**src/rtl/spi_regfile_periph.sv**
```systemverilog
// SPI mode-0 register bank: length-checked write frames, optional readback on CIPO.
// Define SPI_READBACK_EN to build the read shift register; otherwise CIPO/CIPO_oe are tied low.
module spi_regfile_periph #(
  parameter int NUM_REGS    = 8,
  parameter int ADDR_W      = 7,
  parameter int DATA_W      = 8,
  parameter int SYNC_STAGES = 2
) (
  input  logic                       clk,
  input  logic                       rst,
  input  logic                       nCS,
  input  logic                       SCLK,
  input  logic                       COPI,
  output logic                       CIPO,
  output logic                       CIPO_oe,
  output logic [NUM_REGS*DATA_W-1:0] regs_flat,
  output logic [NUM_REGS-1:0]        wr_strobe,
  output logic                       frame_err
);
  localparam int FRAME_W = 1 + ADDR_W + DATA_W;
  localparam int CNT_W   = $clog2(FRAME_W + 2);
  localparam int WARM_W  = SYNC_STAGES + 2;

  logic [SYNC_STAGES-1:0] ncs_sync_q, sclk_sync_q, copi_sync_q;
  logic                   ncs_prev_q, sclk_prev_q;
  logic                   copi_bit_q, ncs_low_q;
  logic                   sclk_rise_q, ncs_fall_q, ncs_rise_q;
  logic [WARM_W-1:0]      warm_q;
  logic                   in_frame_q;
  logic [CNT_W-1:0]       cnt_q;
  logic [FRAME_W-1:0]     shift_q;
  logic [DATA_W-1:0]      regs_q [NUM_REGS];
  logic [NUM_REGS-1:0]    wr_en;
  logic [NUM_REGS-1:0]    wr_strobe_q;
  logic                   frame_err_q;
  logic                   frame_exact;
  logic                   commit_wr;

  always_ff @(posedge clk) begin
    if (rst) begin
      ncs_sync_q  <= '1;
      sclk_sync_q <= '0;
      copi_sync_q <= '0;
      ncs_prev_q  <= 1'b1;
      sclk_prev_q <= 1'b0;
      copi_bit_q  <= 1'b0;
      ncs_low_q   <= 1'b0;
      sclk_rise_q <= 1'b0;
      ncs_fall_q  <= 1'b0;
      ncs_rise_q  <= 1'b0;
    end else begin
      ncs_sync_q  <= {ncs_sync_q[SYNC_STAGES-2:0], nCS};
      sclk_sync_q <= {sclk_sync_q[SYNC_STAGES-2:0], SCLK};
      copi_sync_q <= {copi_sync_q[SYNC_STAGES-2:0], COPI};
      ncs_prev_q  <= ncs_sync_q[SYNC_STAGES-1];
      sclk_prev_q <= sclk_sync_q[SYNC_STAGES-1];
      copi_bit_q  <= copi_sync_q[SYNC_STAGES-1];
      ncs_low_q   <= ~ncs_sync_q[SYNC_STAGES-1];
      sclk_rise_q <= sclk_sync_q[SYNC_STAGES-1] & ~sclk_prev_q;
      ncs_fall_q  <= ~ncs_sync_q[SYNC_STAGES-1] & ncs_prev_q;
      ncs_rise_q  <= ncs_sync_q[SYNC_STAGES-1] & ~ncs_prev_q;
    end
  end

  assign frame_exact = ncs_rise_q & in_frame_q & (cnt_q == CNT_W'(FRAME_W));
  assign commit_wr   = frame_exact & shift_q[FRAME_W-1];

  // A low nCS seen right after reset looks like a falling edge; warm_q ignores it so an aborted frame stays silent.
  always_ff @(posedge clk) begin
    if (rst) begin
      warm_q      <= '0;
      in_frame_q  <= 1'b0;
      cnt_q       <= '0;
      shift_q     <= '0;
      wr_strobe_q <= '0;
      frame_err_q <= 1'b0;
    end else begin
      warm_q      <= {warm_q[WARM_W-2:0], 1'b1};
      wr_strobe_q <= wr_en;
      frame_err_q <= ncs_rise_q & in_frame_q & (cnt_q != CNT_W'(FRAME_W)) & (cnt_q != '0);
      if (ncs_fall_q) begin
        in_frame_q <= warm_q[WARM_W-1];
        cnt_q      <= '0;
        shift_q    <= '0;
      end else if (ncs_rise_q) begin
        in_frame_q <= 1'b0;
      end else if (sclk_rise_q && ncs_low_q && in_frame_q) begin
        if (cnt_q != CNT_W'(FRAME_W + 1))
          cnt_q <= cnt_q + CNT_W'(1);
        shift_q <= {shift_q[FRAME_W-2:0], copi_bit_q};
      end
    end
  end

  genvar gi;
  generate
    for (gi = 0; gi < NUM_REGS; gi++) begin : g_reg
      assign wr_en[gi] = commit_wr & (shift_q[DATA_W +: ADDR_W] == ADDR_W'(gi));
      always_ff @(posedge clk) begin
        if (rst)
          regs_q[gi] <= '0;
        else if (wr_en[gi])
          regs_q[gi] <= shift_q[DATA_W-1:0];
      end
      assign regs_flat[gi*DATA_W +: DATA_W] = regs_q[gi];
    end
  endgenerate

  assign wr_strobe = wr_strobe_q;
  assign frame_err = frame_err_q;

`ifdef SPI_READBACK_EN
  logic              sclk_fall_q;
  logic [DATA_W-1:0] rd_q;
  logic [DATA_W-1:0] rd_src;
  logic              rd_loaded_q;
  logic              cipo_q;

  always_comb begin
    rd_src = '0;
    for (int k = 0; k < NUM_REGS; k++)
      if (shift_q[ADDR_W-1:0] == ADDR_W'(k))
        rd_src = regs_q[k];
  end

  always_ff @(posedge clk) begin
    if (rst) begin
      sclk_fall_q <= 1'b0;
      rd_q        <= '0;
      rd_loaded_q <= 1'b0;
      cipo_q      <= 1'b0;
    end else begin
      sclk_fall_q <= ~sclk_sync_q[SYNC_STAGES-1] & sclk_prev_q;
      if (ncs_fall_q || ncs_rise_q) begin
        rd_q        <= '0;
        rd_loaded_q <= 1'b0;
        cipo_q      <= 1'b0;
      end else if (sclk_fall_q && ncs_low_q && in_frame_q) begin
        if (!rd_loaded_q && cnt_q == CNT_W'(1 + ADDR_W) && !shift_q[ADDR_W]) begin
          rd_q        <= rd_src;
          rd_loaded_q <= 1'b1;
          cipo_q      <= rd_src[DATA_W-1];
        end else if (rd_loaded_q) begin
          rd_q   <= {rd_q[DATA_W-2:0], 1'b0};
          cipo_q <= rd_q[DATA_W-2];
        end
      end
    end
  end

  assign CIPO    = cipo_q;
  assign CIPO_oe = rd_loaded_q;
`else
  assign CIPO    = 1'b0;
  assign CIPO_oe = 1'b0;
`endif

endmodule
```
**config.mk**
```make
export PLATFORM = sky130hd
export DESIGN_NAME = spi_regfile_periph
export DESIGN_NICKNAME = d
export VERILOG_FILES = /design/src/rtl/spi_regfile_periph.sv
export SDC_FILE = /design/constraint.sdc
export NUM_CORES = 1
export LEC_CHECK = 0
export ABC_AREA = 1
export CORE_MARGIN = 2
export CORE_UTILIZATION = 51
export CTS_CLUSTER_SIZE = 16
export DETAILED_ROUTE_END_ITERATION = 8
export GPL_ROUTABILITY_DRIVEN = 1
export PLACE_DENSITY = 0.86
export SETUP_SLACK_MARGIN = 0.15
export SLEW_MARGIN = 25
export SYNTH_ARGS = -nofsm -noshare
export SYNTH_HDL_FRONTEND = slang
export SYNTH_SLANG_ARGS = --single-unit
```
**constraint.sdc**
```tcl
create_clock -name clk -period 2.23 [get_ports clk]
set_clock_uncertainty 0.15 [all_clocks]
set_input_delay 0.5575 -clock clk [delete_from_list [all_inputs] [get_ports clk]]
set_output_delay 0.5575 -clock clk [all_outputs]
set_load 0.1 [all_outputs]
```
[After elaboration in Yosys (flattened, before gate mapping)]
Memory sizes are Yosys's and may differ from the RTL's.
Index checks and enable logic that the tools add are counted.
Operators by class
  multiplexer cells: 37
  add/subtract/negate cells: 1
  eq/ne operators: 10
  bitwise operators: 28
  reductions and logical operators: 8
Operator list (count)
  two-way mux 8 bit: 8
  two-way mux 1 bit: 29
  equality test 7 x 3 -> 1 bit (second input constant): 4
  AND 1 bit: 16
  equality test 7 x 2 -> 1 bit (second input constant): 2
  != test 5 bit (second input constant): 2
  bitwise OR 1 bit: 8
  equality test 7 x 1 -> 1 bit (second input constant): 1
  zero test 7 bit: 1
  adder 5 x 1 -> 5 bit (second input constant): 1
  equality test 5 bit (second input constant): 1
  nonzero test 5 bit: 1
  NOT 1 bit: 4
  AND reduction 3 bit: 1
  logical AND 1 bit: 2
  AND reduction 2 bit: 1
  nonzero test 2 bit: 1
  OR reduction 2 bit: 1
Word-level totals
  flip-flop bits (word level): 48
  memories: 1
  logic and storage cells: 102
  bits in writable memories: 64
Memories
  regs_q: depth 8, width 8, read ports 8, clocked after Yosys merged registers in 0, wr ports 8, line 32  | logic [DATA_W-1:0] regs_q [NUM_REGS];

[Longest topological paths before layout]
  word-level depth: 8
  depth in mapped cells: 9
  depth with buffers taken out: 9

[Worst setup path before layout]
OpenSTA, ideal clock, no wires.
  path type: input port to flip-flop
  from: input port rst
  to: memory regs_q[0][0] (enable)
  setup slack: 0.412 ns
  cell stages on the path: 4
  library setup time: 0.329 ns
  arrival time: 1.339 ns
  required time: 1.751 ns
  path through: clkbuf_1 inv_2 buf_2 nand2_1
RTL lines
  start, declared: line 10  | input logic rst,
  end, declared: line 32

==> results_dict.tcl <==
set metrics [dict create \
    cp-end-kind "flop" \
    tritoncts "yes" \
    wire_per_inst_microns 13.5 \
    internal_power_mw 2.88 \
    wl_microns 7620 \
    grt_max_degree 20 \
    tightest_slew_ns 0.524 \
    num-nets-final 465 \
    n_fill_cell 596 \
    fin_tns_setup_ns 0 \
    ant_nets 0 \
    slew_viol_final 0 \
    combPwrFrac_pct 15.4 \
    status "complete, no violations" \
    place_congestion 0.776 \
    clkLatencyLatePin_ns 0.37 \
    post-route-period-util_pct 86.9 \
    grtUsageTotal_pct 18.8 \
    grt_pass1_wl_microns 12400 \
    p_switching_mw 1.23 \
    syn_inst 373 \
    r2r-start "cnt_q[0]" \
    fin_util_pct 64.5 \
    antenna_found_initial 0 \
    reg2reg_slack_ns 0.29 \
    peakVddDrop_uv 352 \
    hold_depth 1 \
    holdPathEnd "sclk_rise_q" \
    rsz0062_at_grt "no" \
    slew_headroom_pct 65.0 \
    setup.worst_path.class "flop to flop" \
    p_leak_nw 2.03 \
    cts_max_level 3 \
    min_path_type "flop to flop" \
    clk_pin_slew_ns 0.10 \
    cp.required_ns 2.14 \
    clock-sinks 112 \
    max_freq_ghz 0.516 \
    r2r-end "regs_q[0][11]" \
    rows 32 \
    dp_hpwl_microns 5210 \
    cp_data_arrival_time_ns 1.85 \
    min_period_ns 1.94 \
    core_sq_um 7770 \
    num_antenna_cells 0 \
    path_max_fanout 16 \
    maxCapViolCount 0 \
    holdCritStartpoint "sclk_prev_q" \
    grt.overflow.total 0 \
    final_common_cell "nor2_1" \
    dieArea_sq_um 8790 \
    finalHoldViolations 0 \
    p_clk_share_pct 29.3 \
    die_x_microns 93.7 \
    ys_seq_area_share_pct 70.2 \
    synth_area_sq_um 4110 \
    reg2reg_depth 6 \
    firstDrtPassIters 4 \
    layout-drive-gt1-share_pct 24.1 \
    p_sw_share_pct 30.0 \
    synth_edf_count 64 \
    chipHeight_microns 93.7 \
    cts-buffers-inserted 9 \
    async_flop_share_pct 0 \
    cp-start-kind "flop" \
    initial_core_util_pct 52.9 \
    cts_setup_buffers 0 \
    synth_ff_type "edfxtp_1" \
    vias_per_cell 4.96 \
    cts-root-buf "clkbuf_8" \
    port_buffers 77 \
    layout_common_cells "nor2_1, buf_4, edfxtp_1" \
    pin_count 80 \
    ys_ff_latch 112 \
    drt_iter0_drc 137 \
    synthToLayoutAreaGrowth_pct 22.1 \
    avgSynthCellArea_sq_um 11.0 \
    synth_cell_types 24 \
    yosys_warnings 0 \
    p_seq_share_pct 55.2 \
    drcViolationCount 0 \
    powerDensity_nw_per_um2 820 \
    cts_max_path_buffers 2 \
    vias 2790 \
    setup_viol 0 \
    grt_pass1_vias 2570 \
]
[timing repair]
item	4_1_cts	5_1_grt
endpoints found under the setup margin	0	16
hold buffers	0	0
resized for setup	0	2
[routing by layer]
metal	wire length [microns]	part of all wire [%]	GRT usage, %
met3	564	7.4	3.93
met5	0	0	0
met2	3850	51	30.8
met4	157	2.1	8.33
met1	3040	40	24.1
[cell families (layout without fill, tap and decap cells)]
logic type	Yosys count	after routing	synth area share (%)
and+or+nand+nor	159	159	18.0
DFF	112	112	70.2
buffers and inverters	61	148	6.28
AOI/OAI and AO/OA	37	37	4.51
adders and majority gates	3	3	0.914
other	1	2	0.0913
[worst max path at each step]
stage               startpoint            end  slack, ns
finish                cnt_q[0]  regs_q[0][11]       0.29
global placement           rst  regs_q[1][30]       0.19
detailed placement         rst  regs_q[0][29]       0.16
floorplan                  rst   regs_q[0][0]       0.41
global route          cnt_q[0]   regs_q[0][9]       0.15
CTS                   cnt_q[0]  regs_q[1][27]       0.26
[worst max-delay path, stage by stage, from the launching register on]
cell     delay [ns]
dfxtp_1        0.37
inv_1          0.10
ha_1           0.17
nand2_2        0.11
nor2_8         0.29
nand3_1        0.15
nand2_1        0.28
[Yosys cell counts (4+ instances only)]
library cell,count,area (sq um)
dfxtp_1,48,961
nand3_1,9,45.0
clkinv_1,8,30.0
a21oi_1,18,90.1
clkbuf_1,5,18.8
nand2_1,34,128
nand4_1,4,25.0
nor2_1,95,357
inv_1,42,158
nand4_2,6,75.1
o21ai_0,19,95.1
edfxtp_1,64,1920
[through the flow]
stage	cell area (sq um)	setup WS, ns	total power, mW	hold WS, ns	instances
after CTS	5010	0.257	4.13	0.253	563
after global placement	4810	0.194	2.95	0.228	548
after detailed placement	4810	0.158	2.95	0.237	548
after global routing	5010	0.152	4.25	0.262	563
after floorplan	4110	0.412	2.83	0.224	374
final	5010	0.292	4.11	0.247	563
[layout make-up]
cell class | instances | area, sq um | share of cell area [%]
multi-input combinational | 201 | 975 | 19.4
clock buffer | 9 | 124 | 2.47
inverter | 51 | 191 | 3.82
clock inverter | 6 | 73.8 | 1.47
timing repair buffer | 82 | 638 | 12.7
tap | 102 | 128 | 2.55
sequential | 112 | 2880 | 57.5
[power by group through the flow]
stage	clock network, mW	registers, mW	logic (mW)
3_3_place_gp	0	2.32	0.629
4_1_cts	1.22	2.27	0.635
6_report	1.21	2.27	0.633
2_1_floorplan	0	2.77	0.0643
3_5_place_dp	0	2.32	0.634
5_1_grt	1.33	2.28	0.649
[sequential cells by signal (all words and copies together), names as in the netlist, 2 cells and up]
name	flops
cnt_q	5
warm_q	4
sclk_sync_q	2
regs_q	64
ncs_sync_q	2
wr_strobe	8
copi_sync_q	2
shift_q	16
Note: power is estimated with default switching activity, not from simulation.
